--- src/rtl/bp_me_pkg.sv ---
// Shared types and helpers for the BP memory-engine request arbitration slice.
// Holds the burst arbiter state encoding and the round-robin index wrap helper.
package bp_me_pkg;

    typedef enum logic [1:0] {
        e_arb_idle = 2'd0,
        e_arb_hdr  = 2'd1,
        e_arb_data = 2'd2
    } bp_me_burst_arb_state_e;

    // Next requester index after idx, wrapping at n; out-of-range idx wraps to 0
    function automatic int unsigned bp_me_rr_next(input int unsigned idx, input int unsigned n);
        return (idx + 1 >= n) ? 0 : idx + 1;
    endfunction

endpackage

--- src/rtl/bp_me_rr_picker.sv ---
// Combinational round-robin picker: first valid requester after the last-grant pointer.
// Produces a one-hot grant, its encoded index and an any-valid flag.
module bp_me_rr_picker
    import bp_me_pkg::*;
#(
    parameter  int unsigned num_req_p   = 4,
    localparam int unsigned id_width_lp = $clog2(num_req_p)
) (
    input  logic [num_req_p-1:0]   v_i,
    input  logic [id_width_lp-1:0] last_i,
    output logic [num_req_p-1:0]   grant_oh_o,
    output logic [id_width_lp-1:0] id_o,
    output logic                   any_v_o
);

    int unsigned idx;

    always_comb begin
        grant_oh_o = '0;
        id_o       = '0;
        any_v_o    = 1'b0;
        idx        = 32'(last_i);
        for (int unsigned k = 0; k < num_req_p; k++) begin
            idx = bp_me_rr_next(idx, num_req_p);
            if (!any_v_o && v_i[id_width_lp'(idx)]) begin
                any_v_o                          = 1'b1;
                id_o                             = id_width_lp'(idx);
                grant_oh_o[id_width_lp'(idx)]    = 1'b1;
            end
        end
    end

endmodule

--- src/rtl/bp_me_burst_req_arbiter.sv ---
// N-to-1 arbiter merging per-LCE burst request streams (header + data beats) onto the CCE port.
// Grant is round-robin and held for a whole message so beats of different messages never interleave.
module bp_me_burst_req_arbiter
    import bp_me_pkg::*;
#(
    parameter  int unsigned num_req_p      = 4,
    parameter  int unsigned header_width_p = 64,
    parameter  int unsigned data_width_p   = 64,
    parameter  int unsigned max_beats_p    = 8,
    localparam int unsigned beats_width_p  = $clog2(max_beats_p + 1),
    localparam int unsigned id_width_lp    = $clog2(num_req_p)
) (
    input  logic                                clk_i,
    input  logic                                reset_n_i,

    input  logic [num_req_p*header_width_p-1:0] req_header_i,
    input  logic [num_req_p*beats_width_p-1:0]  req_beats_i,
    input  logic [num_req_p-1:0]                req_header_v_i,
    output logic [num_req_p-1:0]                req_header_ready_o,
    input  logic [num_req_p*data_width_p-1:0]   req_data_i,
    input  logic [num_req_p-1:0]                req_data_v_i,
    output logic [num_req_p-1:0]                req_data_ready_o,

    output logic [header_width_p-1:0]           header_o,
    output logic                                header_v_o,
    input  logic                                header_ready_i,
    output logic [data_width_p-1:0]             data_o,
    output logic                                data_v_o,
    input  logic                                data_ready_i,

    output logic [id_width_lp-1:0]              grant_id_o,
    output logic                                busy_o
);

    localparam logic [beats_width_p-1:0] max_beats_lp = beats_width_p'(max_beats_p);
    localparam logic [id_width_lp-1:0]   last_rst_lp  = id_width_lp'(num_req_p - 1);

    bp_me_burst_arb_state_e state_r, state_n;
    logic [beats_width_p-1:0] cnt_r, cnt_n;
    logic [id_width_lp-1:0]   grant_r, grant_n;
    logic [id_width_lp-1:0]   last_grant_r, last_grant_n;

    logic [header_width_p-1:0] hdr_arr   [num_req_p];
    logic [data_width_p-1:0]   data_arr  [num_req_p];
    logic [beats_width_p-1:0]  beats_arr [num_req_p];

    logic [num_req_p-1:0]   pick_oh;
    logic [id_width_lp-1:0] pick_id;
    logic                   pick_any;

    always_comb begin
        for (int unsigned i = 0; i < num_req_p; i++) begin
            hdr_arr[i]   = req_header_i[i*header_width_p +: header_width_p];
            data_arr[i]  = req_data_i[i*data_width_p +: data_width_p];
            beats_arr[i] = req_beats_i[i*beats_width_p +: beats_width_p];
        end
    end

    bp_me_rr_picker #(
        .num_req_p (num_req_p)
    ) u_picker (
        .v_i        (req_header_v_i),
        .last_i     (last_grant_r),
        .grant_oh_o (pick_oh),
        .id_o       (pick_id),
        .any_v_o    (pick_any)
    );

    always_ff @(posedge clk_i or negedge reset_n_i) begin
        if (!reset_n_i) begin
            state_r      <= e_arb_idle;
            cnt_r        <= '0;
            grant_r      <= '0;
            last_grant_r <= last_rst_lp;
        end else begin
            state_r      <= state_n;
            cnt_r        <= cnt_n;
            grant_r      <= grant_n;
            last_grant_r <= last_grant_n;
        end
    end

    // Outputs are muxed from the held grant only; idle drives nothing so the
    // one-cycle arbitration bubble never exposes an unlatched winner.
    always_comb begin
        state_n            = state_r;
        cnt_n              = cnt_r;
        grant_n            = grant_r;
        last_grant_n       = last_grant_r;
        header_o           = '0;
        header_v_o         = 1'b0;
        data_o             = '0;
        data_v_o           = 1'b0;
        req_header_ready_o = '0;
        req_data_ready_o   = '0;

        unique case (state_r)
            e_arb_idle: begin
                if (pick_any) begin
                    grant_n      = pick_id;
                    last_grant_n = pick_id;
                    cnt_n        = beats_arr[pick_id];
                    state_n      = e_arb_hdr;
                end
            end
            e_arb_hdr: begin
                header_o                    = hdr_arr[grant_r];
                header_v_o                  = req_header_v_i[grant_r];
                req_header_ready_o[grant_r] = header_ready_i;
                if (header_v_o && header_ready_i) begin
                    state_n = (cnt_r == '0) ? e_arb_idle : e_arb_data;
                end
            end
            e_arb_data: begin
                data_o                    = data_arr[grant_r];
                data_v_o                  = req_data_v_i[grant_r];
                req_data_ready_o[grant_r] = data_ready_i;
                if (data_v_o && data_ready_i) begin
                    cnt_n = cnt_r - 1'b1;
                    if (cnt_r == beats_width_p'(1)) begin
                        state_n = e_arb_idle;
                    end
                end
            end
            default: begin
                state_n = e_arb_idle;
            end
        endcase
    end

    assign grant_id_o = grant_r;
    assign busy_o     = (state_r != e_arb_idle);

    a_beats_legal: assert property (@(posedge clk_i) disable iff (!reset_n_i)
        (state_r == e_arb_idle && pick_any) |-> (beats_arr[pick_id] <= max_beats_lp));

    a_pick_onehot: assert property (@(posedge clk_i) disable iff (!reset_n_i)
        pick_any |-> $onehot(pick_oh));

    a_header_held: assert property (@(posedge clk_i) disable iff (!reset_n_i)
        (state_r == e_arb_hdr) |-> req_header_v_i[grant_r]);

endmodule

--- config.mk ---
export PLATFORM = sky130hd
export DESIGN_NAME = bp_me_burst_req_arbiter
export DESIGN_NICKNAME = d
export VERILOG_FILES = /design/src/rtl/bp_me_pkg.sv /design/src/rtl/bp_me_rr_picker.sv /design/src/rtl/bp_me_burst_req_arbiter.sv
export SDC_FILE = /design/constraint.sdc
export NUM_CORES = 1
export LEC_CHECK = 0
export ABC_CLOCK_PERIOD_IN_PS = 3000
export BUFFER_PORTS_ARGS = -buffer_cell sky130_fd_sc_hd__buf_4
export CORE_AREA = 2 2 264 266
export DETAILED_ROUTE_END_ITERATION = 12
export DIE_AREA = 0 0 266 268
export PLACE_DENSITY = 0.36
export SYNTH_ARGS = -nofsm -noshare
export SYNTH_HDL_FRONTEND = slang
export SYNTH_SLANG_ARGS = --single-unit
--- constraint.sdc ---
create_clock -name clk_i -period 3 [get_ports clk_i]
set_input_delay 0.45 -clock clk_i [delete_from_list [all_inputs] [get_ports clk_i]]
set_output_delay 0.45 -clock clk_i [all_outputs]
set_load 0.02 [all_outputs]
==> impl_metrics.toml <==
[run]
max_cap_violations = 0

[routing]
wl_per_cell_um = 20.43
avgViaCountPerCell = 3.481
via_count = 6941
ant_nets = 0
drtIter0Drc = 297
drt_wl_total_mm = 40.74
drc_errors = 0
dr.pass1.iters = 4

[timing]
min_period_over_period_pct = 94.74
max_clock_freq_mhz = 351.9
hold_viol = 0
skew_ns = 0.01073
min_period_ns = 2.842
slew_headroom_pct = 57.49
worst_slew_pin_slew_ns = 0.6377
setup_tns_ns = 0
slew_violations = 0
setup_viol = 0
rsz0062_at_grt = "no"

[grt]
grt_start_max_net_pins = 71
grt_pass1_vias = 7543
grtUsageTotal_pct = 10.53
overflow = 0
grt_pass1_wl_mm = 54.34
antenna_found_initial = 13

[pwr]
swShare_pct = 47.93
comb_power_share_pct = 91.1
vdd_drop_max_mv = 0.4498
power_frac_clock_pct = 3.3
power_frac_seq_pct = 5.7
p_leak_nw = 5.187
net-switching-power_mw = 4.032
intPower_mw = 4.380
power.density_nw_per_um2 = 731.3

[yosys]
ys_seq_elements = 10
netlist_area_sq_um = 5047
syn_inst = 442
synth_nets = 991
avgSynthCellArea_sq_um = 11.42
ys.flop_type = "dfrtp_1"
yosysSeqAreaShare_pct = 5.007
ys_async_sr_fraction_pct = 100.0
synth_edf_count = 0
yosys_warnings = 0
synth_cell_types = 46

[worst_hold_path]
hold_class = "input port to asynchronous set/reset pin"

[worst_setup_path]
critical_path_class = "flip-flop to flip-flop"
arrival_ns = 2.94
path_max_fanout = 7
reg2reg_depth = 9
crit_start = "last_grant_r[0]$_DFFE_PN1P_"
r2r_slack_ns = 0.16
r2r-end = "cnt_r[1]$_DFFE_PN0P_"
critPathCaptureType = "flip-flop"
endpoint = "cnt_r[1]$_DFFE_PN0P_"
reg2reg_from = "last_grant_r[0]$_DFFE_PN1P_"
cp.required_ns = 3.10
critical_path.startpoint_type = "flip-flop"

[die]
dieHeight_um = 268
die_area_sq_um = 71290
core_area_sq_um = 68230
rows = 96
die_w_um = 266
ioPinCount = 681
initial_utilization_pct = 7.398

[final_layout]
drive_above_1_share_pct = 77.62
nets = 1658
fin_util_pct = 16.86
area_growth_pct = 127.9

[clocking]
clk_pin_slew_ns = 0.05
cts_tree = "built"
cts.sinks = 10
htreeDepth = 1
clk_latency_ns = 0.24
clk_path_buf_depth = 2
root_buffer = "clkbuf_16"
cts_buffers = 3

[placed_design]
hpwlAfterDp_mm = 36.19
gp_congestion = 0.8120
port_buffers = 680

[outcome]
outcome = "completed"
[Yosys cell counts, types with 3 or more instances]
cell,n,area (sq um)
buf_2,6,30.03
nand4_1,4,25.02
nand2b_1,3,18.77
nor2b_1,3,18.77
mux2i_1,7,70.07
clkbuf_1,26,97.59
ha_1,9,112.6
mux2_2,5,56.30
buf_1,13,48.80
inv_1,7,26.28
mux4_2,130,2928
nor3_1,3,15.01
and2_1,131,819.5
nor2_1,18,67.56
a21oi_1,8,40.04
dfrtp_1,8,200.2
o21ai_0,4,20.02
nand2_1,16,60.06
[through the flow]
stage	total power, mW	setup WS, ns	area (sq um)	instances	hold WS (ns)
floorplan	5.061	0.05289	5047	442	0.1544
global placement	8.249	0.1887	11390	1984	0.3020
detailed placement	8.247	0.1339	11390	1984	0.3030
CTS	8.552	0.1283	11480	1988	0.04477
global route	9.032	0.04891	11490	1990	0.04622
finish	8.412	0.1579	11500	1994	0.03676
[flip-flops by register name, indices dropped and copies added (netlist names)]
| register | count |
|---|---|
| state_r | 2 |
| grant_id_o | 2 |
| last_grant_r | 2 |
| cnt_r | 4 |
[worst max-delay path, stage by stage (launching register included)]
cell and delay [ns]:
dfstp_2 0.60, inv_1 0.12, ha_1 0.23, o21ba_2 0.26, or4_4 0.51, o22ai_4 0.23
buf_4 0.18, mux2_4 0.29, a21oi_1 0.19, a221oi_2 0.08
[cells in the final DEF (no fill, tap or decap), drive strengths merged, types with 3 or more instances in the layout]
cell type	synthesis	layout
a21oi	8	8
a221oi	3	3
and2	131	131
buf	19	707
clkbuf	26	4
dfrtp	8	8
diode	0	4
ha	9	9
inv	7	7
mux2	8	8
mux2i	7	7
mux4	130	130
nand2	16	16
nand2b	3	3
nand4	4	4
nor2	18	18
nor2b	3	3
nor3	3	3
o21ai	5	5
[metal layers]
| metal | track usage, % | wire length [um] | up-vias |
|---|---|---|---|
| met2 | 18.54 | 20250 | 426 |
| met1 | 12.59 | 16180 | 3375 |
| met4 | 0.7744 | 255 | 8 |
| met5 | 0 | 55 | - |
| li1 | - | - | 3116 |
| met3 | 4.087 | 3994 | 16 |
[power groups by stage]
stage / combinational (mW) / sequential [mW] / clock (mW)
after floorplan: 4.76 / 0.298 / 0
after detailed placement: 7.75 / 0.494 / 0
after CTS: 7.78 / 0.493 / 0.276
after global routing: 8.23 / 0.512 / 0.289
final: 7.66 / 0.478 / 0.273
after global placement: 7.76 / 0.493 / 0
[cells by family (layout without fill, tap and decap cells)]
group / Yosys count / after routing / share of synthesized area, %
flip-flops: 10 / 10 / 5.007
AO/OA/AOI/OAI: 37 / 37 / 5.577
adder cells (fa/ha/maj): 9 / 9 / 2.231
AND/OR/NAND/NOR: 189 / 189 / 21.84
buffers and inverters: 52 / 718 / 4.016
multiplexers: 145 / 145 / 61.33
other: 0 / 4 / 0
[repair_timing]
action / CTS / global route
setup endpoints to repair: 0 / 1
hold buffers: 0 / 0
gates resized for setup: 0 / 0
buffers inserted: 0 / 2
[final cells by class]
type	count	area, sq um
inverter	7	26.28
sequential	10	260.3
clock buffer	4	88.84
timing repair buffer	707	5408
antenna	4	10.01
fill	7727	56720
tap	882	1104
multi-input combinational	380	4607
[worst min-delay path by stage]
stage / start / end / slack (ns) / cells after the start
2_1_floorplan: reset_n_i / cnt_r[0]$_DFFE_PN0P_ / 0.15 / 0
6_report: reset_n_i / state_r[0]$_DFFE_PN0P_ / 0.04 / 1
4_1_cts: reset_n_i / state_r[0]$_DFFE_PN0P_ / 0.04 / 1
5_1_grt: reset_n_i / state_r[0]$_DFFE_PN0P_ / 0.05 / 1
3_5_place_dp: reset_n_i / state_r[0]$_DFFE_PN0P_ / 0.30 / 1
3_3_place_gp: reset_n_i / state_r[1]$_DFFE_PN0P_ / 0.30 / 1
Note: power is estimated with default switching activity, not from simulation.
